File: config.mk
export PLATFORM = sky130hd
export DESIGN_NAME = mux_scan_sel
export DESIGN_NICKNAME = d
export VERILOG_FILES = /design/src/rtl/mux_scan_sel.sv
export SDC_FILE = /design/constraint.sdc
export NUM_CORES = 1
export LEC_CHECK = 0
export CAP_MARGIN = 15
export CORE_AREA = 2 2 44 56
export DETAILED_ROUTE_END_ITERATION = 10
export DIE_AREA = 0 0 46 58
export GPL_TIMING_DRIVEN = 0
export PLACE_DENSITY = 0.79
export REMOVE_ABC_BUFFERS = 1
export SKIP_LAST_GASP = 1
export SYNTH_ARGS = -nofsm -noshare
export SYNTH_HDL_FRONTEND = slang
export SYNTH_SLANG_ARGS = --single-unit
File: constraint.sdc
create_clock -name clk -period 4.9 [get_ports clk]
set_input_delay 0.98 -clock clk [delete_from_list [all_inputs] [get_ports clk]]
set_output_delay 0.98 -clock clk [all_outputs]
set_load 0.05 [all_outputs]
File: src/rtl/mux_scan_sel.sv
// Registered channel selector with manual select and auto-scan with per-channel dwell.
// out/out_ch follow next_ch one clock later; chg flags a new channel index.
module mux_scan_sel #(
    parameter int WIDTH = 8,
    parameter int NCH   = 4,
    parameter int DWELL = 4,
    parameter int SELW  = $clog2(NCH)
) (
    input  logic                 clk,
    input  logic                 reset,
    input  logic [NCH*WIDTH-1:0] in_bus,
    input  logic [SELW-1:0]      sel,
    input  logic                 mode,
    input  logic                 hold,
    output logic [WIDTH-1:0]     out,
    output logic [SELW-1:0]      out_ch,
    output logic                 chg
);
    // state  | meaning
    // MANUAL | out_ch follows (clamped) sel, dwell counter parked at 0
    // SCAN   | out_ch steps 0..NCH-1 every DWELL cycles unless hold
    typedef enum logic {MANUAL = 1'b0, SCAN = 1'b1} state_t;

    localparam int CW = (DWELL > 1) ? $clog2(DWELL) : 1;
    localparam logic [SELW-1:0] LAST_CH  = SELW'(NCH - 1);
    localparam logic [CW-1:0]   LAST_CNT = CW'(DWELL - 1);

    state_t            state, state_nxt;
    logic [CW-1:0]     cnt, cnt_nxt;
    logic [SELW-1:0]   sel_c, next_ch;
    logic [WIDTH-1:0]  ch_data;

    // Clamp only exists when the select field can encode unused channels.
    generate
        if ((1 << SELW) > NCH) begin : g_clamp
            assign sel_c = (sel > LAST_CH) ? LAST_CH : sel;
        end else begin : g_noclamp
            assign sel_c = sel;
        end
    endgenerate

    always_ff @(posedge clk) begin
        if (reset) begin
            state <= MANUAL;
        end else begin
            state <= state_nxt;
        end
    end

    always_comb begin
        state_nxt = mode ? SCAN : MANUAL;
    end

    // Mode is decoded from the input so a mode change wins over a dwell expiry.
    always_comb begin
        next_ch = out_ch;
        cnt_nxt = cnt;
        if (!mode) begin
            next_ch = sel_c;
            cnt_nxt = '0;
        end else if (state == MANUAL) begin
            next_ch = out_ch;
            cnt_nxt = '0;
        end else if (!hold) begin
            if (cnt == LAST_CNT) begin
                cnt_nxt = '0;
                next_ch = (out_ch == LAST_CH) ? '0 : out_ch + 1'b1;
            end else begin
                cnt_nxt = cnt + 1'b1;
            end
        end
    end

    always_comb begin
        ch_data = '0;
        for (int k = 0; k < NCH; k++) begin
            if (next_ch == SELW'(k)) begin
                ch_data = in_bus[k*WIDTH +: WIDTH];
            end
        end
    end

    always_ff @(posedge clk) begin
        if (reset) begin
            out    <= '0;
            out_ch <= '0;
            cnt    <= '0;
            chg    <= 1'b0;
        end else begin
            out    <= ch_data;
            out_ch <= next_ch;
            cnt    <= cnt_nxt;
            chg    <= (next_ch != out_ch);
        end
    end
endmodule

# Word level (Yosys, flattened, before mapping)
# Index checks and enable logic that the tools add are counted.
[totals]
ff_bits = 14
output_inout_bits = 11
[classes]
bitwise_logic = 2
add_sub_neg = 2
mux = 11
n_reduce_logical = 2
eq_ne = 6
[op_table]
columns = ["cell", "n"]
rows = [
  ["two-way mux 8 bit", 4],
  ["two-way mux 2 bit", 6],
  ["== test 2 bit (second input constant)", 4],
  ["adder 2 x 1 -> 2 bit (second input constant)", 2],
  ["OR reduction 3 bit", 1],
  ["== test 2 x 1 -> 1 bit (second input constant)", 1],
  ["logical NOT 2 bit", 1],
  ["!= test 2 bit", 1],
  ["NOT 1 bit", 2],
  ["two-way mux 1 bit", 1],
]

# Depth between registers and ports, before layout
# Gate-level depths: netlist of the first run.
[logic_depth]
ltp_word = 11
depth_mapped = 6

# Worst setup path before layout of the first run
# OpenSTA, ideal clock, no wires.
[synth_path]
path_type = "input to register"
startpoint = "in hold"
endpoint = "reg out[1]"
cell_stages = 5
setup_slack_ps = 2657
arrival_time_ps = 2132
cell_sequence = "nand3b_4 -> mux2_4 -> o21a_4 -> mux4_2 -> nor2b_4"
[synth_via]
elab_chain_len = 8
elab_cells_between_ends = 11
cone_classes = "eq/ne: 3; mux: 7; reduce/logical: 1"
[synth_rtl]
columns = ["item", "line", "text"]
rows = [
  ["start, declared", "14", "input logic hold,"],
  ["two-way mux 2 bit (*)", "64", "end else if (!hold) begin"],
  ["two-way mux 2 bit (*)", "61", "end else if (state == MANUAL) begin"],
  ["two-way mux 2 bit (*)", "58", "if (!mode) begin"],
  ["logical NOT 2 bit", "77", "if (next_ch == SELW'(k)) begin"],
  ["two-way mux 8 bit (3 in series)", "77", ""],
  ["two-way mux 8 bit (*)", "77", ""],
  ["end signal, assigned", "90", "out <= ch_data;"],
  ["end, declared", "15", "output logic [WIDTH-1:0] out,"],
]
# Every way passes the cells marked *; elsewhere a longest branch is shown, timed or not.
# A chain may end at the register's enable or synchronous reset.

# Final worst setup path of the first run
[layout_path]
startpoint = "in mode"
endpoint = "reg out[1]"
[layout_via]
elab_chain_len = 6
elab_cells_between_ends = 9
cone_classes = "eq/ne: 3; mux: 5; reduce/logical: 1"
[layout_rtl]
columns = ["item", "line", "text"]
rows = [
  ["start, declared", "13", "input logic mode,"],
  ["two-way mux 2 bit (*)", "58", ""],
  ["logical NOT 2 bit", "77", ""],
  ["two-way mux 8 bit (3 in series)", "77", ""],
  ["two-way mux 8 bit (*)", "77", ""],
]
# Marked as above.

==> results of run 1 <==
-- power groups by stage --
| stage | Sequential, W | Combinational, W | Clock, W |
|---|---|---|---|
| floorplan | 0.000159 | 0.0000331 | 0 |
| global placement | 0.000130 | 0.000116 | 0 |
| detailed placement | 0.000130 | 0.000118 | 0 |
| CTS | 0.000128 | 0.000119 | 0.0000653 |
| global route | 0.000128 | 0.000126 | 0.0000710 |
| finish | 0.000127 | 0.000119 | 0.0000641 |
-- layout make-up --
cell class	instances	area, um2	share of cell area [%]
clock buffer	3	22.5	1.76
multi-input combinational	63	468	36.6
sequential	14	280	21.9
tap	21	26.3	2.06
timing repair buffer	48	480	37.6
-- cell usage in the layout, fill, tap and decap left out, drive strengths merged --
| master | instances |
|---|---|
| a211o | 1 |
| nand3 | 2 |
| a21oi | 10 |
| nor3 | 4 |
| ha | 2 |
| clkbuf | 3 |
| mux2i | 2 |
| a222oi | 7 |
| dfxtp | 14 |
| nand4b | 1 |
| clkdlybuf4s50 | 48 |
| nand2 | 10 |
| nor2b | 3 |
| a31oi | 1 |
| nand3b | 2 |
| or4b | 1 |
| mux4 | 1 |
| mux2 | 1 |
| o21ai | 1 |
| or4 | 1 |
| o21a | 1 |
| nand2b | 3 |
| nor2 | 7 |
| xnor2 | 2 |
-- worst max-delay path: stages --
cell	delay, ps
clkdlybuf4s50_1	720
nand2b_1	150
mux2i_1	410
nor2_1	150
mux4_2	320
nor2b_4	140
-- sequential cells by signal (all words and copies together), names as in the netlist --
register	count
out	8
chg	1
state	1
out_ch	2
cnt	2
-- kinds of logic (layout without fill, tap and decap cells) --
family                   after synthesis  after routing  share of synthesized area (%)
adder cells (fa/ha/maj)                2              2                           3.28
buffers and inverters                  3             51                           1.81
multiplexers                           4              4                           7.55
flip-flops                            14             14                           36.8
AO/OA/AOI/OAI                         21             21                           22.5
XOR/XNOR                               2              2                           2.30
AND/OR/NAND/NOR                       34             34                           25.8
-- stage by stage --
| step | instances | power [W] |
|---|---|---|
| final | 149 | 0.000310 |
| after global routing | 149 | 0.000325 |
| after CTS | 149 | 0.000312 |
| after detailed placement | 146 | 0.000248 |
| after global placement | 146 | 0.000246 |
| after floorplan | 77 | 0.000192 |
-- how the worst max path moves through the flow --
stage,from,end,slack (ps),cells past startpoint
after floorplan,hold,out[1],2660,5
after global placement,mode,out[1],1970,6
after detailed placement,mode,out[1],1900,6
after CTS,mode,out[1],2170,6
after global routing,mode,out[1],2060,6
final,mode,out[1],2180,6
-- routing by layer --
metal  wire length [um]  share of wire (%)  vias up
met5                  0                  0        -
met4                 51                2.3        0
met3                 62                2.8        4
met2               1260                 58       22
met1                818                 37      390
li1                   -                  -      401
==> flow_metrics.py, run 1 <==
metrics = {
    "synthesis": {
        "yosysUniqueCellTypes": 26,
        "ys_seq_area_share_pct": 36.8,
        "syn_area_um2": 762,
        "yosysTopAreaCell": "dfxtp_1",
        "avgSynthCellArea_um2": 9.52,
        "synth_top_area_share_pct": 36.8,
        "ys.flop_type": "dfxtp_1",
        "synth_cells": 80,
        "synthArstFlopShare_pct": 0,
        "ys_top_cells_by_area": "dfxtp_1 (37%), a222oi_1 (9.2%), a21oi_1 (6.6%)",
        "synth_edf_count": 0,
        "ys.warnings.count": 0,
        "yosysMostFrequentCell": "dfxtp_1",
        "ys_ff_latch": 14,
        "synth_common_cells": "dfxtp_1 (14), a21oi_1 (10), nand2_1 (10), a222oi_1 (7), nor2_1 (7)",
    },
    "grt": {
        "use_met3_pct": 1.87,
        "grt-ovfl-total": 0,
        "grt_busiest_layer": "met2",
        "grt_pass1_vias": 802,
        "grt_use_total_pct": 18.1,
        "antenna_found_initial": 0,
        "grt_pass1_wl_mm": 3.49,
        "use_met2_pct": 30.6,
        "grt_max_degree": 14,
        "use_met1_pct": 20.5,
    },
    "pwr": {
        "seqPwrFrac_pct": 41.1,
        "powerDensity_mw_per_mm2": 243,
        "cellLeakagePower_nw": 0.501,
        "irDropWorstVdd_v": 0.000164,
        "p_comb_share_pct": 38.2,
        "swShare_pct": 32.0,
        "power_switching_w": 0.0000992,
        "p_int_w": 0.000211,
        "clkPwrFrac_pct": 20.7,
    },
    "floorplan": {
        "start_util_pct": 35.6,
        "die_y_um": 58,
        "die_w_um": 46,
        "core_area_mm2": 0.00214,
        "num_io_pins": 49,
        "row_count": 19,
        "die_area_mm2": 0.00267,
    },
    "sta": {
        "maxSlewHeadroom_pct": 61.5,
        "max_clock_freq_mhz": 367,
        "slew_violations": 0,
        "holdWs_ps": 505,
        "clock_skew_ps": 4.50,
        "layout_setup_ws_ps": 2180,
        "worst_pin_slew_ps": 578,
        "grt_setup_unrepaired": "no",
        "fin_crit_sh_pct": 55.5,
        "setup_tns_ps": 0,
        "fin_crit_ps": 2720,
        "setup_viol": 0,
        "hold_viol": 0,
    },
    "clocking": {
        "post_cts_buffers": 0,
        "htree_levels": 1,
        "cts.clk_slew.worst_paths_ps": 80,
        "cts_buffers": 3,
        "cts_tree": "done",
        "insertion_delay_ps": 280,
        "cts_resized": 0,
        "clk_path_buf_depth": 2,
        "cts_root_buf": "clkbuf_4",
        "clock-sinks": 14,
        "cts_hold_buf": 0,
    },
    "status": {
        "status": "completed",
    },
    "placement": {
        "gp_congestion": 0.876,
        "dpl-instance-area_mm2": 0.00125,
        "dp_hpwl_mm": 1.78,
        "detailedPlace.worstSlack_ps": 1900,
        "io_buffers": 48,
    },
    "critical_path": {
        "r2r_slack_ps": 2780,
        "r2r-start": "out_ch[0]",
        "startpoint_type": "input pin",
        "r2r-end": "out[1]",
        "crit_type": "in2reg",
        "path_max_fanout": 13,
        "reg2reg_depth": 6,
        "critPathArrivalTime_ps": 2880,
        "worstSetupEndpointType": "flip-flop",
        "worstPathRequired_ps": 5050,
    },
    "drt": {
        "viasPerCell": 5.48,
        "drt_iter0_markers": 43,
        "drcViolationCount": 0,
        "routed_wl_mm": 2.20,
        "avgRoutedWirePerCell_um": 14.7,
        "drtPass1Iterations": 4,
        "ant_nets": 0,
        "vias": 817,
    },
    "finish": {
        "areaGrowthSynthToFinish_pct": 67.7,
        "final_cell_area_mm2": 0.00128,
        "final.fill_count": 201,
        "drive_gt1_share_pct": 8.59,
        "finalNetCount": 170,
        "diodes": 0,
        "fin_util_pct": 59.7,
    },
    "worst_hold_path": {
        "min_to": "cnt[1]",
        "min_path_type": "reg2reg",
        "min_path_cells": 2,
        "min_from": "state",
    },
    "run": {
        "maxCapViolations": 0,
    },
}
No activity file was read; power rests on OpenSTA's default activity.
==> run 2, diff against run 1 <==
CORE_AREA = 2 2 47 60   (was 2 2 44 56)
DIE_AREA = 0 0 49 62   (was 0 0 46 58)
PLACE_DENSITY = 0.73   (was 0.79)
clock period = 2.4 ns   (was 4.9 ns; I/O delays follow)
==> flow_metrics.py, run 2 (synthesis results as in run 1) <==
metrics = {
    "status": {
        "status": "completed",
    },
    "finish": {
        "mostFrequentLayoutCells": "clkdlybuf4s50_1 (48), dfxtp_1 (14), nand2_1 (10)",
        "largest_register_ffs": 8,
        "top_register": "out",
        "final.fill_count": 249,
        "reg_top3": "out: 8 flops, cnt: 2 flops, out_ch: 2 flops",
        "diodes": 0,
        "finalNetCount": 170,
        "final_common_cell": "clkdlybuf4s50_1",
        "drive_gt1_share_pct": 9.38,
        "final_cell_area_mm2": 0.00130,
        "areaGrowthSynthToFinish_pct": 70.3,
    },
    "grt": {
        "grt_max_degree": 14,
        "grt_pass1_wl_mm": 3.59,
        "grt-ovfl-total": 0,
        "grt_use_total_pct": 15.7,
        "antenna_found_initial": 0,
        "grt_pass1_vias": 790,
    },
    "drt": {
        "drtPass1Iterations": 5,
        "routed_wl_mm": 2.25,
        "drt_iter0_markers": 36,
        "drcViolationCount": 0,
        "ant_nets": 0,
        "vias": 823,
        "avgRoutedWirePerCell_um": 13.9,
        "viasPerCell": 5.08,
    },
    "critical_path": {
        "critPathArrivalTime_ps": 2410,
        "startpoint_type": "input pin",
        "crit_type": "in2reg",
        "worstSetupEndpointType": "flip-flop",
        "worstPathRequired_ps": 2550,
        "path_max_fanout": 13,
    },
    "sta": {
        "worst_pin_slew_ps": 519,
        "fin_crit_ps": 2250,
        "holdWs_ps": 519,
        "maxSlewHeadroom_pct": 64.4,
        "slew_violations": 0,
        "clock_skew_ps": 3.43,
        "setup_tns_ps": 0,
        "setup_viol": 0,
        "max_clock_freq_mhz": 444,
        "hold_viol": 0,
        "grt_setup_unrepaired": "no",
        "fin_crit_sh_pct": 93.9,
    },
    "floorplan": {
        "core_area_mm2": 0.00255,
        "die_w_um": 49,
        "row_count": 21,
        "die_area_mm2": 0.00304,
        "die_y_um": 62,
        "start_util_pct": 29.9,
        "num_io_pins": 49,
    },
    "clocking": {
        "cts_hold_buf": 0,
        "clk_path_buf_depth": 2,
        "cts.clk_slew.worst_paths_ps": 80,
        "clock-sinks": 14,
        "cts_root_buf": "clkbuf_4",
        "cts_buffers": 3,
        "insertion_delay_ps": 280,
        "cts_tree": "done",
        "post_cts_buffers": 0,
        "htree_levels": 1,
    },
    "pwr": {
        "powerDensity_mw_per_mm2": 490,
        "irDropWorstVdd_v": 0.000208,
        "cellLeakagePower_nw": 0.501,
    },
    "placement": {
        "dp_hpwl_mm": 1.79,
        "dpl-instance-area_mm2": 0.00127,
        "gp_congestion": 0.714,
        "io_buffers": 48,
    },
    "run": {
        "maxCapViolations": 0,
    },
    "worst_hold_path": {
        "min_path_type": "reg2reg",
    },
}
## run 2: worst paths after layout
check / cells past startpoint / to / slack, ps / from
worst max-delay path: 6 / out[1] / 150 / mode
worst min-delay path: 2 / cnt[1] / 520 / state
worst max register to register: 6 / out[1] / 210 / out_ch[0]
worst min register to register: 2 / cnt[1] / 520 / state
## run 2: through the flow
stage / setup WS [ps] / utilization (%) / instances / total power [W]
final: 146 / 50.9 / 162 / 0.000635
after global routing: 34.3 / 50.9 / 162 / 0.000672
after CTS: 188 / 50.8 / 162 / 0.000644
after detailed placement: -103 / 49.9 / 159 / 0.000509
after global placement: -46.2 / 49.9 / 159 / 0.000504
after floorplan: 178 / - / 77 / 0.000393
## run 2: cell type report
class / count / area [um2] / share of cell area [%]
repair buffers: 48 / 480 / 37.0
multi-input cells: 63 / 472 / 36.4
well taps: 34 / 42.5 / 3.28
flip-flops and latches: 14 / 280 / 21.6
clock buffers: 3 / 22.5 / 1.74
## run 2: what timing repair did
item | in CTS | in global routing
resized for setup | 0 | 1
endpoints found under the setup margin | 0 | 2
endpoints found under the hold margin | 0 | 0
## run 2: where the power goes
part	leakage (nW)	switching [W]	internal, W	total, W
clock network	0.0138	0.0000738	0.0000581	0.000132
registers	0.116	0.00000997	0.000251	0.000261
logic	0.371	0.000121	0.000122	0.000243
## run 2: metal layers
metal	wire [um]	global-route usage, %
met1	902	15.2
met2	1100	29.9
met3	226	5.74
met4	19	8.57
met5	0	0
## run 2: critical path: stages
cell,delay (ps)
clkdlybuf4s50_1,720
nand2b_1,150
mux2i_1,440
nor2_1,170
mux4_2,320
nor2b_4,130
